[src/rtl/rominit_multi.sv]
// Routes the hps_io ioctl byte stream into NREG ROM regions through a small FIFO.
// Also reports per-download length, completion pulse and sticky drop error.
module rominit_multi #(
    parameter int                     NREG      = 3,
    parameter int                     AW        = 17,
    parameter int                     DEPTH     = 4,
    parameter logic [8*NREG-1:0]      REG_INDEX = {8'd1, 8'd0, 8'd0},
    parameter logic [25*NREG-1:0]     REG_BASE  = {25'h0, 25'h1000, 25'h0},
    parameter logic [(AW+1)*NREG-1:0] REG_SIZE  = {18'h20000, 18'h400, 18'h1000}
) (
    input  logic            CLK_SYS,
    input  logic            RESET,
    input  logic            IOCTL_DOWNLOAD,
    input  logic [7:0]      IOCTL_INDEX,
    input  logic            IOCTL_WR,
    input  logic [24:0]     IOCTL_ADDR,
    input  logic [7:0]      IOCTL_DOUT,
    output logic            IOCTL_WAIT,
    output logic [NREG-1:0] ROMINIT_SEL,
    output logic [AW-1:0]   ROMINIT_ADDR,
    output logic [7:0]      ROMINIT_DATA,
    output logic            ROMINIT_VALID,
    input  logic            ROMINIT_READY,
    output logic            ROMINIT_ACTIVE,
    output logic [AW:0]     ROMINIT_LEN,
    output logic            ROMINIT_DONE,
    output logic            ROMINIT_ERR
);
    localparam int PW = $clog2(DEPTH);
    localparam int CW = PW + 1;
    localparam int EW = NREG + AW + 8;
    localparam logic [AW:0] LEN_MAX = {1'b1, {AW{1'b0}}};

    typedef enum logic [1:0] {S_IDLE, S_LOAD, S_DRAIN, S_DONE} state_t;

    state_t          state;
    logic            dl_q;
    logic            rise;
    logic            fall;
    logic            hit;
    logic [NREG-1:0] hit_sel;
    logic [AW-1:0]   hit_addr;
    logic [EW-1:0]   mem [DEPTH];
    logic [EW-1:0]   head;
    logic [PW-1:0]   wr_ptr;
    logic [PW-1:0]   rd_ptr;
    logic [CW-1:0]   count;
    logic [CW-1:0]   count_nxt;
    logic            empty;
    logic            full;
    logic            wr_load;
    logic            push;
    logic            pop;
    logic            drop;

    assign rise = IOCTL_DOWNLOAD & ~dl_q;
    assign fall = ~IOCTL_DOWNLOAD & dl_q;

    // Descending scan so the lowest matching region overwrites any higher one.
    always_comb begin
        logic [25:0] addr26;
        logic [25:0] base26;
        logic [25:0] end26;
        hit      = 1'b0;
        hit_sel  = '0;
        hit_addr = '0;
        addr26   = {1'b0, IOCTL_ADDR};
        base26   = '0;
        end26    = '0;
        for (int r = NREG - 1; r >= 0; r--) begin
            base26 = {1'b0, REG_BASE[25*r +: 25]};
            end26  = base26 + 26'(REG_SIZE[(AW+1)*r +: AW+1]);
            if (IOCTL_INDEX == REG_INDEX[8*r +: 8] && addr26 >= base26 && addr26 < end26) begin
                hit         = 1'b1;
                hit_sel     = '0;
                hit_sel[r]  = 1'b1;
                hit_addr    = AW'(IOCTL_ADDR - REG_BASE[25*r +: 25]);
            end
        end
    end

    // Handshake: an entry transfers on any clock edge where VALID and READY are
    // both high; while VALID is high and READY low the head entry holds steady.
    assign empty   = (count == '0);
    assign full    = (count == CW'(DEPTH));
    assign pop     = ~empty & ROMINIT_READY;
    assign wr_load = IOCTL_WR & (state == S_LOAD);
    assign push    = wr_load & hit & (~full | pop);
    assign drop    = wr_load & ~push;

    always_comb begin
        count_nxt = count;
        if (push && !pop) begin
            count_nxt = count + 1'b1;
        end else if (pop && !push) begin
            count_nxt = count - 1'b1;
        end
    end

    always_ff @(posedge CLK_SYS) begin
        if (push) begin
            mem[wr_ptr] <= {hit_sel, hit_addr, IOCTL_DOUT};
        end
    end

    always_ff @(posedge CLK_SYS) begin
        if (RESET) begin
            wr_ptr <= '0;
            rd_ptr <= '0;
            count  <= '0;
        end else begin
            if (push) wr_ptr <= wr_ptr + 1'b1;
            if (pop)  rd_ptr <= rd_ptr + 1'b1;
            count <= count_nxt;
        end
    end

    assign head          = mem[rd_ptr];
    assign ROMINIT_VALID = ~empty;
    assign ROMINIT_SEL   = empty ? '0 : head[EW-1 -: NREG];
    assign ROMINIT_ADDR  = empty ? '0 : head[AW+7:8];
    assign ROMINIT_DATA  = empty ? '0 : head[7:0];

    // dl_q loads the live level on reset so a download already in progress
    // is not seen as a fresh rising edge afterwards.
    always_ff @(posedge CLK_SYS) begin
        if (RESET) begin
            state          <= S_IDLE;
            dl_q           <= IOCTL_DOWNLOAD;
            IOCTL_WAIT     <= 1'b0;
            ROMINIT_ACTIVE <= 1'b0;
            ROMINIT_LEN    <= '0;
            ROMINIT_DONE   <= 1'b0;
            ROMINIT_ERR    <= 1'b0;
        end else begin
            dl_q         <= IOCTL_DOWNLOAD;
            ROMINIT_DONE <= 1'b0;
            if (push && ROMINIT_LEN != LEN_MAX) ROMINIT_LEN <= ROMINIT_LEN + 1'b1;
            if (drop) ROMINIT_ERR <= 1'b1;
            case (state)
                S_IDLE: begin
                    IOCTL_WAIT <= 1'b0;
                    if (rise) begin
                        state          <= S_LOAD;
                        ROMINIT_ACTIVE <= 1'b1;
                        ROMINIT_LEN    <= '0;
                        ROMINIT_ERR    <= 1'b0;
                    end
                end
                S_LOAD: begin
                    IOCTL_WAIT <= (count_nxt >= CW'(DEPTH - 1));
                    if (fall) state <= S_DRAIN;
                end
                S_DRAIN: begin
                    IOCTL_WAIT <= (count_nxt >= CW'(DEPTH - 1));
                    if (rise) begin
                        state       <= S_LOAD;
                        ROMINIT_LEN <= '0;
                        ROMINIT_ERR <= 1'b0;
                    end else if (count_nxt == '0) begin
                        state        <= S_DONE;
                        ROMINIT_DONE <= 1'b1;
                        IOCTL_WAIT   <= 1'b0;
                    end
                end
                S_DONE: begin
                    IOCTL_WAIT     <= 1'b0;
                    ROMINIT_ACTIVE <= 1'b0;
                    state          <= S_IDLE;
                    if (rise) begin
                        state          <= S_LOAD;
                        ROMINIT_ACTIVE <= 1'b1;
                        ROMINIT_LEN    <= '0;
                        ROMINIT_ERR    <= 1'b0;
                    end
                end
                default: state <= S_IDLE;
            endcase
        end
    end
endmodule

[config.mk]
export PLATFORM = sky130hd
export DESIGN_NAME = rominit_multi
export DESIGN_NICKNAME = d
export VERILOG_FILES = /design/src/rtl/rominit_multi.sv
export SDC_FILE = /design/constraint.sdc
export NUM_CORES = 1
export LEC_CHECK = 0
export CELL_PAD_IN_SITES_DETAIL_PLACEMENT = 0
export CELL_PAD_IN_SITES_GLOBAL_PLACEMENT = 2
export CORE_UTILIZATION = 30
export CTS_CLUSTER_DIAMETER = 150
export CTS_CLUSTER_SIZE = 10
export DETAILED_ROUTE_END_ITERATION = 12
export GPL_ROUTABILITY_DRIVEN = 0
export PLACE_DENSITY_LB_ADDON = 0.12
export SKIP_CTS_REPAIR_TIMING = 1
export SLEW_MARGIN = 20
export SYNTH_ARGS = -nofsm -noshare
export SYNTH_HDL_FRONTEND = slang
export SYNTH_SLANG_ARGS = --single-unit
[constraint.sdc]
create_clock -name CLK_SYS -period 2.9 [get_ports CLK_SYS]
set_input_delay 0.29 -clock CLK_SYS [delete_from_list [all_inputs] [get_ports CLK_SYS]]
set_output_delay 0.29 -clock CLK_SYS [all_outputs]
set_load 0.02 [all_outputs]
==> results of run 1 <==
-- report_power, final --
group / switching (W) / internal [W] / leakage [nW]
clock: 0.000953 / 0.00114 / 0.271
combinational: 0.0000788 / 0.0000957 / 1.20
sequential: 0.00000317 / 0.00223 / 1.30
total: 0.00104 / 0.00346 / 2.78
-- routing by layer --
metal  part of all wire, %  wire length (um)  global-route usage, %  vias up
met5                     0                 0                      0        -
met4                   1.1               152                  5.526        0
met3                   4.0               561                  3.260       10
met2                    49              6971                  23.64       96
met1                    46              6450                  17.54     1937
li1                      -                 -                      -     1832
-- path summary, 6_finish.rpt --
| check | from | to | slack [ps] | cells after the start |
|---|---|---|---|---|
| max reg2reg | count[1] | ROMINIT_LEN[14] | 510 | 8 |
| min reg2reg | ROMINIT_ERR | ROMINIT_ERR | 490 | 2 |
| max | flop | ROMINIT_ADDR[16] | 140 | 4 |
| min | IOCTL_DOWNLOAD | dl_q | 360 | 1 |
-- stage by stage --
stage	instance area, um2	cells	power (W)	worst slack, ps
finish	8300	822	0.004498	143.6
global route	8300	822	0.004663	16.03
CTS	8300	822	0.004563	72.18
detailed placement	7727	790	0.002457	100.4
global placement	7727	790	0.002457	42.79
floorplan	6197	418	0.002340	404.5
-- cell usage in the layout, fill, tap and decap left out, types with 3 or more instances in the layout --
cell type and count:
edfxtp_1 112, clkdlybuf4s50_1 96, dfxtp_1 33, and2_1 31, nor2_1 29, mux4_2 28
nand2_1 17, clkbuf_16 17, and3_1 16, buf_4 14, inv_1 12, a21oi_1 11
ha_1 10, buf_12 10, xor2_1 9, nand3_1 8, o21ai_0 8, xnor2_1 7
nor3_1 6, nor4_1 6, or3_1 6, nor4_2 5, nand2b_1 5, inv_6 5
and4_1 4, nor2b_1 4, and3_2 4, mux2i_1 4, nand4_1 3, a21o_1 3
a31oi_1 3, clkinv_4 3, clkinvlp_4 3
-- critical path, cell delays in order, from the launching register on --
cell,delay (ps)
dfxtp_2,580
buf_12,230
mux4_2,520
and2_1,180
clkdlybuf4s50_1,530
-- final cells by class --
type,count,area [um2]
inverters,12,45.04
well taps,270,337.8
clock inverters,15,147.6
flip-flops and latches,146,4045
fillers,1852,11930
clock buffers,17,425.4
repair buffers,120,1266
multi-input cells,242,2033
-- Yosys cell counts, drive strengths merged (2+ instances only) --
master | number | area share, %
o21ai | 8 | 0.65
xnor2 | 7 | 0.99
nor4 | 11 | 1.6
nand4 | 4 | 0.65
and2 | 31 | 3.1
mux2i | 4 | 0.65
o22a | 2 | 0.28
or3 | 6 | 0.61
and3 | 20 | 2.0
nor3 | 7 | 0.65
nand2 | 17 | 1.0
clkbuf | 13 | 0.79
nor4b | 2 | 0.28
edfxtp | 112 | 54
nand2b | 5 | 0.50
ha | 10 | 2.0
buf | 5 | 0.50
mux4 | 28 | 10
nor2b | 4 | 0.40
dfxtp | 34 | 11
a21o | 3 | 0.36
and4 | 4 | 0.57
nor2 | 29 | 1.8
a31oi | 3 | 0.30
inv | 12 | 0.73
a21oi | 11 | 0.89
nand3 | 8 | 0.65
xor2 | 9 | 1.3
-- cell families (layout without fill, tap and decap cells) --
family / count (synthesis) / in the layout
and+or+nand+nor: 151 / 151
DFF: 146 / 146
muxes: 33 / 33
AOI/OAI and AO/OA: 32 / 32
buffers and inverters: 30 / 164
xor gates and xnor gates: 16 / 16
adders and majority gates: 10 / 10
-- registers in the layout, summed over array words and instances (netlist names), named ones only --
register        cells
mem               112
ROMINIT_LEN        18
count               3
rd_ptr              2
state               2
wr_ptr              2
IOCTL_WAIT          1
ROMINIT_ACTIVE      1
ROMINIT_DONE        1
ROMINIT_ERR         1
dl_q                1
==> metrics.md, run 1 <==
| Metric | Value |
|---|---|
| Top FF cell, synth | `edfxtp_1` |
| RSZ-0062 raised after global routing | `false` |
| GRT overflow | `0` |
| Drt via density | `4.714` |
| Sequential fraction of the synthesis area | `65.25%` |
| Synth unique cells | `43` |
| Die height | `145.7 um` |
| Cell area after synthesis | `0.006197 mm2` |
| Max Clock Skew | `8.113 ps` |
| Synthesis-stage register bit count | `146` |
| Total track usage | `14.07%` |
| Setup Crit Path Kind | `reg -> out` |
| IO Pins | `97` |
| Main combinational cell family by area after synthesis | `simple AND/OR/NAND/NOR gates` |
| CP Launch Type | `flop` |
| Synth Net Count | `474` |
| Leak | `2.778 nW` |
| Final Hold Vio Count | `0` |
| Residual DRC count | `0` |
| Fmax | `362.8 MHz` |
| Pwr dens | `541.9 mW/mm2` |
| Die X-Extent | `145.7 um` |
| Minimum clock period after layout | `2756 ps` |
| Ys async rst share | `0%` |
| # nets final | `595` |
| Initial core utilization | `30.63%` |
| Pins Over Slew Limit | `0` |
| Total CTS buffers | `17` |
| Clk Latency, worst-skew pair | `420 ps` |
| Final core occ | `41.02%` |
| Final Cycle Share | `95.05%` |
| Die ar. | `0.02124 mm2` |
| First-pass GRT wire length | `22340 um` |
| Worst EP arrival | `2470 ps` |
| Final WL | `14140 um` |
| Peak VDD IR | `0.0003894 V` |
| Wire per inst | `17.20 um` |
| Hold WS | `359.0 ps` |
| Fin Setup TNS | `0 ps` |
| DP Wirelength | `9390 um` |
| Initial DRC Count | `141` |
| Max-cap viol count | `0` |
| Inserted Diodes | `0` |
| Port bufs | `96` |
| Synth Area in Adders | `2.019%` |
| Cell row count | `52` |
| Pre-Repair DR Iteration Count | `4` |
| Clock Pin Slew Worst Setup and Hold Paths | `70 ps` |
| Largest net degree at the start of global routing | `29` |
| Layout cells sized above 1 | `17.93%` |
| Syn-to-layout area delta | `33.94%` |
| Slew margin rel. | `53.05%` |
| Post-synthesis mux area share | `11.00%` |
| Vias in the first global route | `4011` |
| Simple-gate area share of the yosys netlist | `14.25%` |
| Cells after synthesis | `418` |
| Post-synth EDFFs | `112` |
| Synth Area in Compound Gates | `3.190%` |
| Worst-Margin Slew | `704.2 ps` |
| Worst min path class | `in -> reg` |
| Clock Sinks | `146` |
| Final setup viols | `0` |
| Longest Clk Path Bufs | `2` |
| Synthesized area per cell | `14.83 um2` |
| Area of the core | `0.02023 mm2` |
| Crit path max fanout | `13` |
| TritonCTS clock tree | `built` |
| Critical path capture point type | `output pin` |
| Warnings, synthesis | `0` |
| Clock Tree Root | `clkbuf_16` |
| XOR/XNOR Fraction of Synth Area | `2.261%` |
| DR vias | `3875` |
| Htree depth | `4` |
| Initial antenna violation count | `0` |
| Status | `finished, final reports clean` |
| Antenna Nets Post-Route | `0` |
| CP Data Required Time | `2610 ps` |
Note: power is estimated with default switching activity, not from simulation.
==> inputs of run 2 (changes only) <==
CORE_UTILIZATION = 28   (was 30)
PLACE_DENSITY = 0.64   (was not set)
PLACE_DENSITY_LB_ADDON = not set   (was 0.12)
clock period = 3.1 ns   (was 2.9 ns; I/O delays follow)
==> run 2 against run 1 <==
  * Worst setup slack improved by 160 ps
  * Sequential share of layout area rose by 0.69 points
  * Utilization fell by 3.4 points
  * Critical path type unchanged
  * Highest routed layer unchanged
==> metrics.md, run 2 (synthesis results as in run 1) <==
| Metric | Value |
|---|---|
| Status | `finished, final reports clean` |
| CP Launch Type | `flop` |
| Leak | `2.728 nW` |
| RSZ-0062 raised after global routing | `false` |
| Clock Sinks | `146` |
| Setup Crit Path Kind | `reg -> out` |
| Placed instance count | `791` |
| Fin Setup TNS | `0 ps` |
| Initial antenna violation count | `0` |
| Total track usage | `12.87%` |
| Residual DRC count | `0` |
| Commonest non-fill, non-tap cell in the layout | `edfxtp_1` |
| First-pass GRT wire length | `21400 um` |
| Max Clock Skew | `7.254 ps` |
| Drt via density | `4.618` |
| Initial core utilization | `28.49%` |
| CP Data Required Time | `2790 ps` |
| Die X-Extent | `150.8 um` |
| Biggest regs | `mem: 112 flops, ROMINIT_LEN: 18 flops, count: 3 flops` |
| Htree depth | `4` |
| Pwr dens | `514.8 mW/mm2` |
| Final Hold Vio Count | `0` |
| Minimum clock period after layout | `2794 ps` |
| Antenna Nets Post-Route | `0` |
| # nets final | `586` |
| Final setup viols | `0` |
| Commonest non-fill, non-tap cells in the layout | `edfxtp_1, clkdlybuf4s50_1, dfxtp_1, and2_1, nor2_1` |
| Worst min path class | `in -> reg` |
| Pins Over Slew Limit | `0` |
| Max reg flops | `112` |
| Die ar. | `0.02273 mm2` |
| GRT overflow | `0` |
| Largest register by flop count | `mem` |
| Initial DRC Count | `188` |
| Largest net degree at the start of global routing | `33` |
| Cell row count | `54` |
| Die height | `150.8 um` |
| Clock Pin Slew Worst Setup and Hold Paths | `60 ps` |
| Final Cycle Share | `90.14%` |
| Layout cells sized above 1 | `16.39%` |
| Worst EP arrival | `2480 ps` |
| Overall power | `0.004214 W` |
| Clock Tree Root | `clkbuf_16` |
| Total CTS buffers | `17` |
| Wire per inst | `16.81 um` |
| DR vias | `3801` |
| Peak VDD IR | `0.0004026 V` |
| Area of the core | `0.02176 mm2` |
| Port bufs | `96` |
| IO Pins | `97` |
| Crit path max fanout | `32` |
| Worst-Margin Slew | `676.3 ps` |
| Vias in the first global route | `3996` |
| Final WL | `13840 um` |
| TritonCTS clock tree | `built` |
| Clk Latency, worst-skew pair | `420 ps` |
| Fmax | `357.9 MHz` |
| Max-cap viol count | `0` |
| Pre-Repair DR Iteration Count | `4` |
| DP Wirelength | `9022 um` |
| Slew margin rel. | `54.91%` |
| Inserted Diodes | `0` |
| Longest Clk Path Bufs | `2` |
| Finished Layout Cells | `823` |
| Critical path capture point type | `output pin` |
| Syn-to-layout area delta | `32.06%` |
==> run 2: area by class of cell <==
class / instances / area (um2)
inverter: 12 / 45.04
multi-input combinational: 242 / 2033
fill: 2078 / 13570
timing repair buffer: 111 / 1136
sequential: 146 / 4045
tap: 280 / 350.3
clock buffer: 17 / 425.4
clock inverter: 15 / 148.9
==> run 2: power breakdown <==
group	internal, W	switching [W]	total [W]	leakage (nW)
Combinational	0.0000867	0.0000718	0.000158	1.14
Clock	0.00113	0.000839	0.00196	0.281
Sequential	0.00209	0.00000281	0.00209	1.30
Total	0.00330	0.000914	0.00421	2.73
==> run 2: worst max-delay path, stage by stage (launching register included) <==
cell	delay, ps
dfxtp_1	410
inv_1	110
ha_1	260
nand2b_1	100
buf_4	310
and2_1	240
clkdlybuf4s50_1	620
==> run 2: final timing paths <==
kind | startpoint | slack (ps) | end | depth (start not counted)
setup / recovery | count[1] | 310 | ROMINIT_ADDR[15] | 6
hold / removal | IOCTL_DOWNLOAD | 380 | dl_q | 1
setup reg to reg | count[1] | 620 | ROMINIT_LEN[14] | 8
hold reg to reg | ROMINIT_ERR | 480 | ROMINIT_ERR | 2
==> run 2: routing by layer <==
| metal | vias to the layer above | GRT usage [%] | wire (um) |
|---|---|---|---|
| li1 | 1810 | - | - |
| met4 | 0 | 5.000 | 235 |
| met1 | 1889 | 15.50 | 6024 |
| met5 | - | 0 | 0 |
| met3 | 15 | 3.193 | 600 |
| met2 | 87 | 22.04 | 6974 |
==> run 2: through the flow <==
step	cell area [um2]	utilization [%]	setup WS, ps	hold WS [ps]
floorplan	6197	-	584.5	337.7
global placement	7610	34.98	241.7	460.1
detailed placement	7610	34.98	223.8	463.6
CTS	8184	37.62	232.6	367.5
global route	8184	37.62	121.7	396.9
finish	8184	37.62	305.7	383.1
==> inputs of run 3 (changes only) <==
ABC_AREA = 1   (was not set)
PLACE_DENSITY = 0.7   (was 0.64)
==> run 3 against run 2 <==
  * Fmax grew 0.60%
  * Largest power group unchanged
  * Final cell count grew 36%
  * Clock-buffer cell count is the same
  * Worst setup slack gained 17 ps
  * Clock skew grew 4.0 ps
  * Critical endpoint is now ROMINIT_ADDR[13]
  * Clock power shrank 4%
==> metrics.md, run 3 <==
| Metric | Value |
|---|---|
| GRT overflow | `0` |
| Antenna Nets Post-Route | `0` |
| Area taken by multi-input logic gates | `0.002247 mm2` |
| Worst min path class | `in -> reg` |
| Yosys top cell by area | `edfxtp_1` |
| Die X-Extent | `155.6 um` |
| Cell row count | `55` |
| Residual DRC count | `0` |
| Share of the synthesized area in the top cell type | `50.88%` |
| Vias in the first global route | `5185` |
| Die ar. | `0.02423 mm2` |
| Longest Clk Path Bufs | `2` |
| CP Data Required Time | `2790 ps` |
| Reg-to-reg endpoint | `state[0]` |
| Slew margin rel. | `45.99%` |
| Biggest regs | `mem: 112 flops, ROMINIT_LEN: 18 flops, count: 3 flops` |
| Cell area after synthesis | `0.006610 mm2` |
| Comb pwr share | `31.9%` |
| Reg power frac | `36.6%` |
| Synthesis-stage register bit count | `146` |
| Pre-Repair DR Iteration Count | `5` |
| IO Pins | `97` |
| Internal Power | `0.003900 W` |
| Clock Pin Slew Worst Setup and Hold Paths | `60 ps` |
| Peak VDD IR | `0.0003445 V` |
| Die height | `155.6 um` |
| Final setup viols | `0` |
| Leak | `3.205 nW` |
| Largest net degree at the start of global routing | `57` |
| Cells after synthesis | `690` |
| Syn-to-layout area delta | `30.06%` |
| Reg2Reg Depth | `16` |
| Crit path max fanout | `56` |
| Clock Sinks | `146` |
| Inserted Diodes | `0` |
| Switching Fraction | `35.09%` |
| Ys async rst share | `0%` |
| Setup Crit Path Kind | `reg -> out` |
| Largest register by flop count | `mem` |
| FF/Latch Area | `0.004045 mm2` |
| Max Clock Skew | `11.25 ps` |
| Warnings, synthesis | `0` |
| Psw | `0.002108 W` |
| Max reg flops | `112` |
| Initial DRC Count | `284` |
| Worst EP arrival | `2470 ps` |
| Worst-Margin Slew | `810.1 ps` |
| Most instantiated cells after synthesis | `nor2_1, edfxtp_1, o21ai_0, nand2_1, inv_1` |
| Initial core utilization | `28.85%` |
| Pins Over Slew Limit | `0` |
| Hold Path Depth | `1` |
| CP Launch Type | `flop` |
| Critical path capture point type | `output pin` |
| Fin Setup TNS | `0 ps` |
| Synth Net Count | `747` |
| Largest cells by area after synthesis | `edfxtp_1, nor2_1, dfxtp_1` |
| Wire per inst | `15.24 um` |
| Synth unique cells | `34` |
| Post-synth EDFFs | `112` |
| Minimum clock period after layout | `2778 ps` |
| Total CTS buffers | `17` |
| Commonest non-fill, non-tap cells in the layout | `nor2_1, edfxtp_1, clkdlybuf4s50_1, o21ai_0, nand2_1` |
| Clk Latency, worst-skew pair | `420 ps` |
| DP Wirelength | `11590 um` |
| Initial antenna violation count | `0` |
| Fillcell total | `2278` |
| Commonest non-fill, non-tap cell in the layout | `nor2_1` |
| FF-to-FF Start | `count[0]` |
| Final WL | `17110 um` |
| Pwr dens | `698.9 mW/mm2` |
| First-pass GRT wire length | `27520 um` |
| Sequential fraction of the synthesis area | `61.18%` |
| Total track usage | `15.03%` |
| Clock network power share | `31.5%` |
| TritonCTS clock tree | `built` |
| Final Cycle Share | `89.60%` |
| # nets final | `854` |
| Final core occ | `37.52%` |
| Worst Min Path Start | `IOCTL_DOWNLOAD` |
| Fmax | `360.0 MHz` |
| Port bufs | `96` |
| Top FF cell, synth | `edfxtp_1` |
| Max-cap viol count | `0` |
| Most instantiated library cell after synthesis | `nor2_1` |
| R2R Setup Slk | `910 ps` |
| RSZ-0062 raised after global routing | `false` |
| Layout cells sized above 1 | `9.012%` |
| Drt via density | `4.460` |
| Area of the core | `0.02292 mm2` |
| Synthesized area per cell | `9.580 um2` |
| DR vias | `5009` |
| Clock Tree Root | `clkbuf_16` |
| Status | `finished, final reports clean` |
| Htree depth | `4` |
| Hold EP | `dl_q` |
| Final Hold Vio Count | `0` |
==> run 3: changes by cell type after synthesis, sizes merged, moves of 6 or more <==
| cell | change |
|---|---|
| and2 | -31 |
| nor4 | -8 |
| and3 | -20 |
| nand3 | +16 |
| nand2 | +51 |
| o21ai | +64 |
| a21oi | +34 |
| or3 | -6 |
| mux4 | -28 |
| nor2 | +164 |
| inv | +52 |
==> run 3: area by class of cell <==
cell class,instances,area share (%)
Inverter,66,2.896
Tap cell,313,4.555
Clock inverter,15,1.426
Timing Repair Buffer,110,12.98
Multi-Input combinational cell,456,26.14
Clock buffer,17,4.948
Sequential cell,146,47.05
==> run 3: cell families (layout without fill, tap and decap cells) <==
| kind of cell | after synthesis | in the layout | share of synthesized area, % |
|---|---|---|---|
| adder cells (fa/ha/maj) | 11 | 11 | 2.082 |
| flip-flops | 146 | 146 | 61.18 |
| AND/OR/NAND/NOR | 309 | 309 | 20.41 |
| buffers and inverters | 88 | 208 | 5.016 |
| AO/OA/AOI/OAI | 125 | 125 | 9.862 |
| XOR/XNOR | 11 | 11 | 1.458 |
==> run 3: worst max path at each step <==
stage	end	slack [ps]	depth (start not counted)
after floorplan	mem[0][0]	390	9
after global placement	ROMINIT_LEN[10]	460	17
after detailed placement	ROMINIT_LEN[10]	430	17
after CTS	ROMINIT_ADDR[16]	210	6
after global routing	ROMINIT_ADDR[16]	60	5
final	ROMINIT_ADDR[13]	320	6
==> run 3: worst max-delay path, stage by stage, from the launching register on <==
cell and delay, ps:
dfxtp_2 330, buf_4 500, nor2_1 100, nor2_1 100, o21ai_0 100, a21oi_1 240, clkdlybuf4s50_1 650
==> run 3: per-layer routing <==
metal | part of all wire, % | wire, um | global-route usage [%] | vias to the layer above
li1 | - | - | - | 2538
met1 | 46 | 7836 | 18.53 | 2330
met2 | 48 | 8216 | 25.33 | 117
met3 | 4.4 | 759 | 3.944 | 24
met4 | 1.8 | 300 | 5.229 | 0
met5 | 0 | 0 | 0 | -
==> run 3: power groups by stage <==
stage          combinational [W]  sequential (W)  clock [W]
5_1_grt                  0.00213         0.00221    0.00203
6_report                 0.00192         0.00220    0.00189
2_1_floorplan            0.00115         0.00224          0
4_1_cts                  0.00197         0.00220    0.00194
3_3_place_gp             0.00193         0.00224          0
3_5_place_dp             0.00196         0.00224          0
==> run 3: metrics by stage <==
step | cells | total power [W] | instance area (um2) | hold WS, ps | setup WS, ps
after global routing | 1123 | 0.006377 | 8597 | 369.2 | 59.92
after detailed placement | 1091 | 0.004197 | 8049 | 466.2 | 425.3
after CTS | 1123 | 0.006105 | 8597 | 348.0 | 213.0
after global placement | 1091 | 0.004171 | 8049 | 462.1 | 456.4
final | 1123 | 0.006008 | 8597 | 364.1 | 322.4
after floorplan | 690 | 0.003388 | 6610 | 337.7 | 391.7
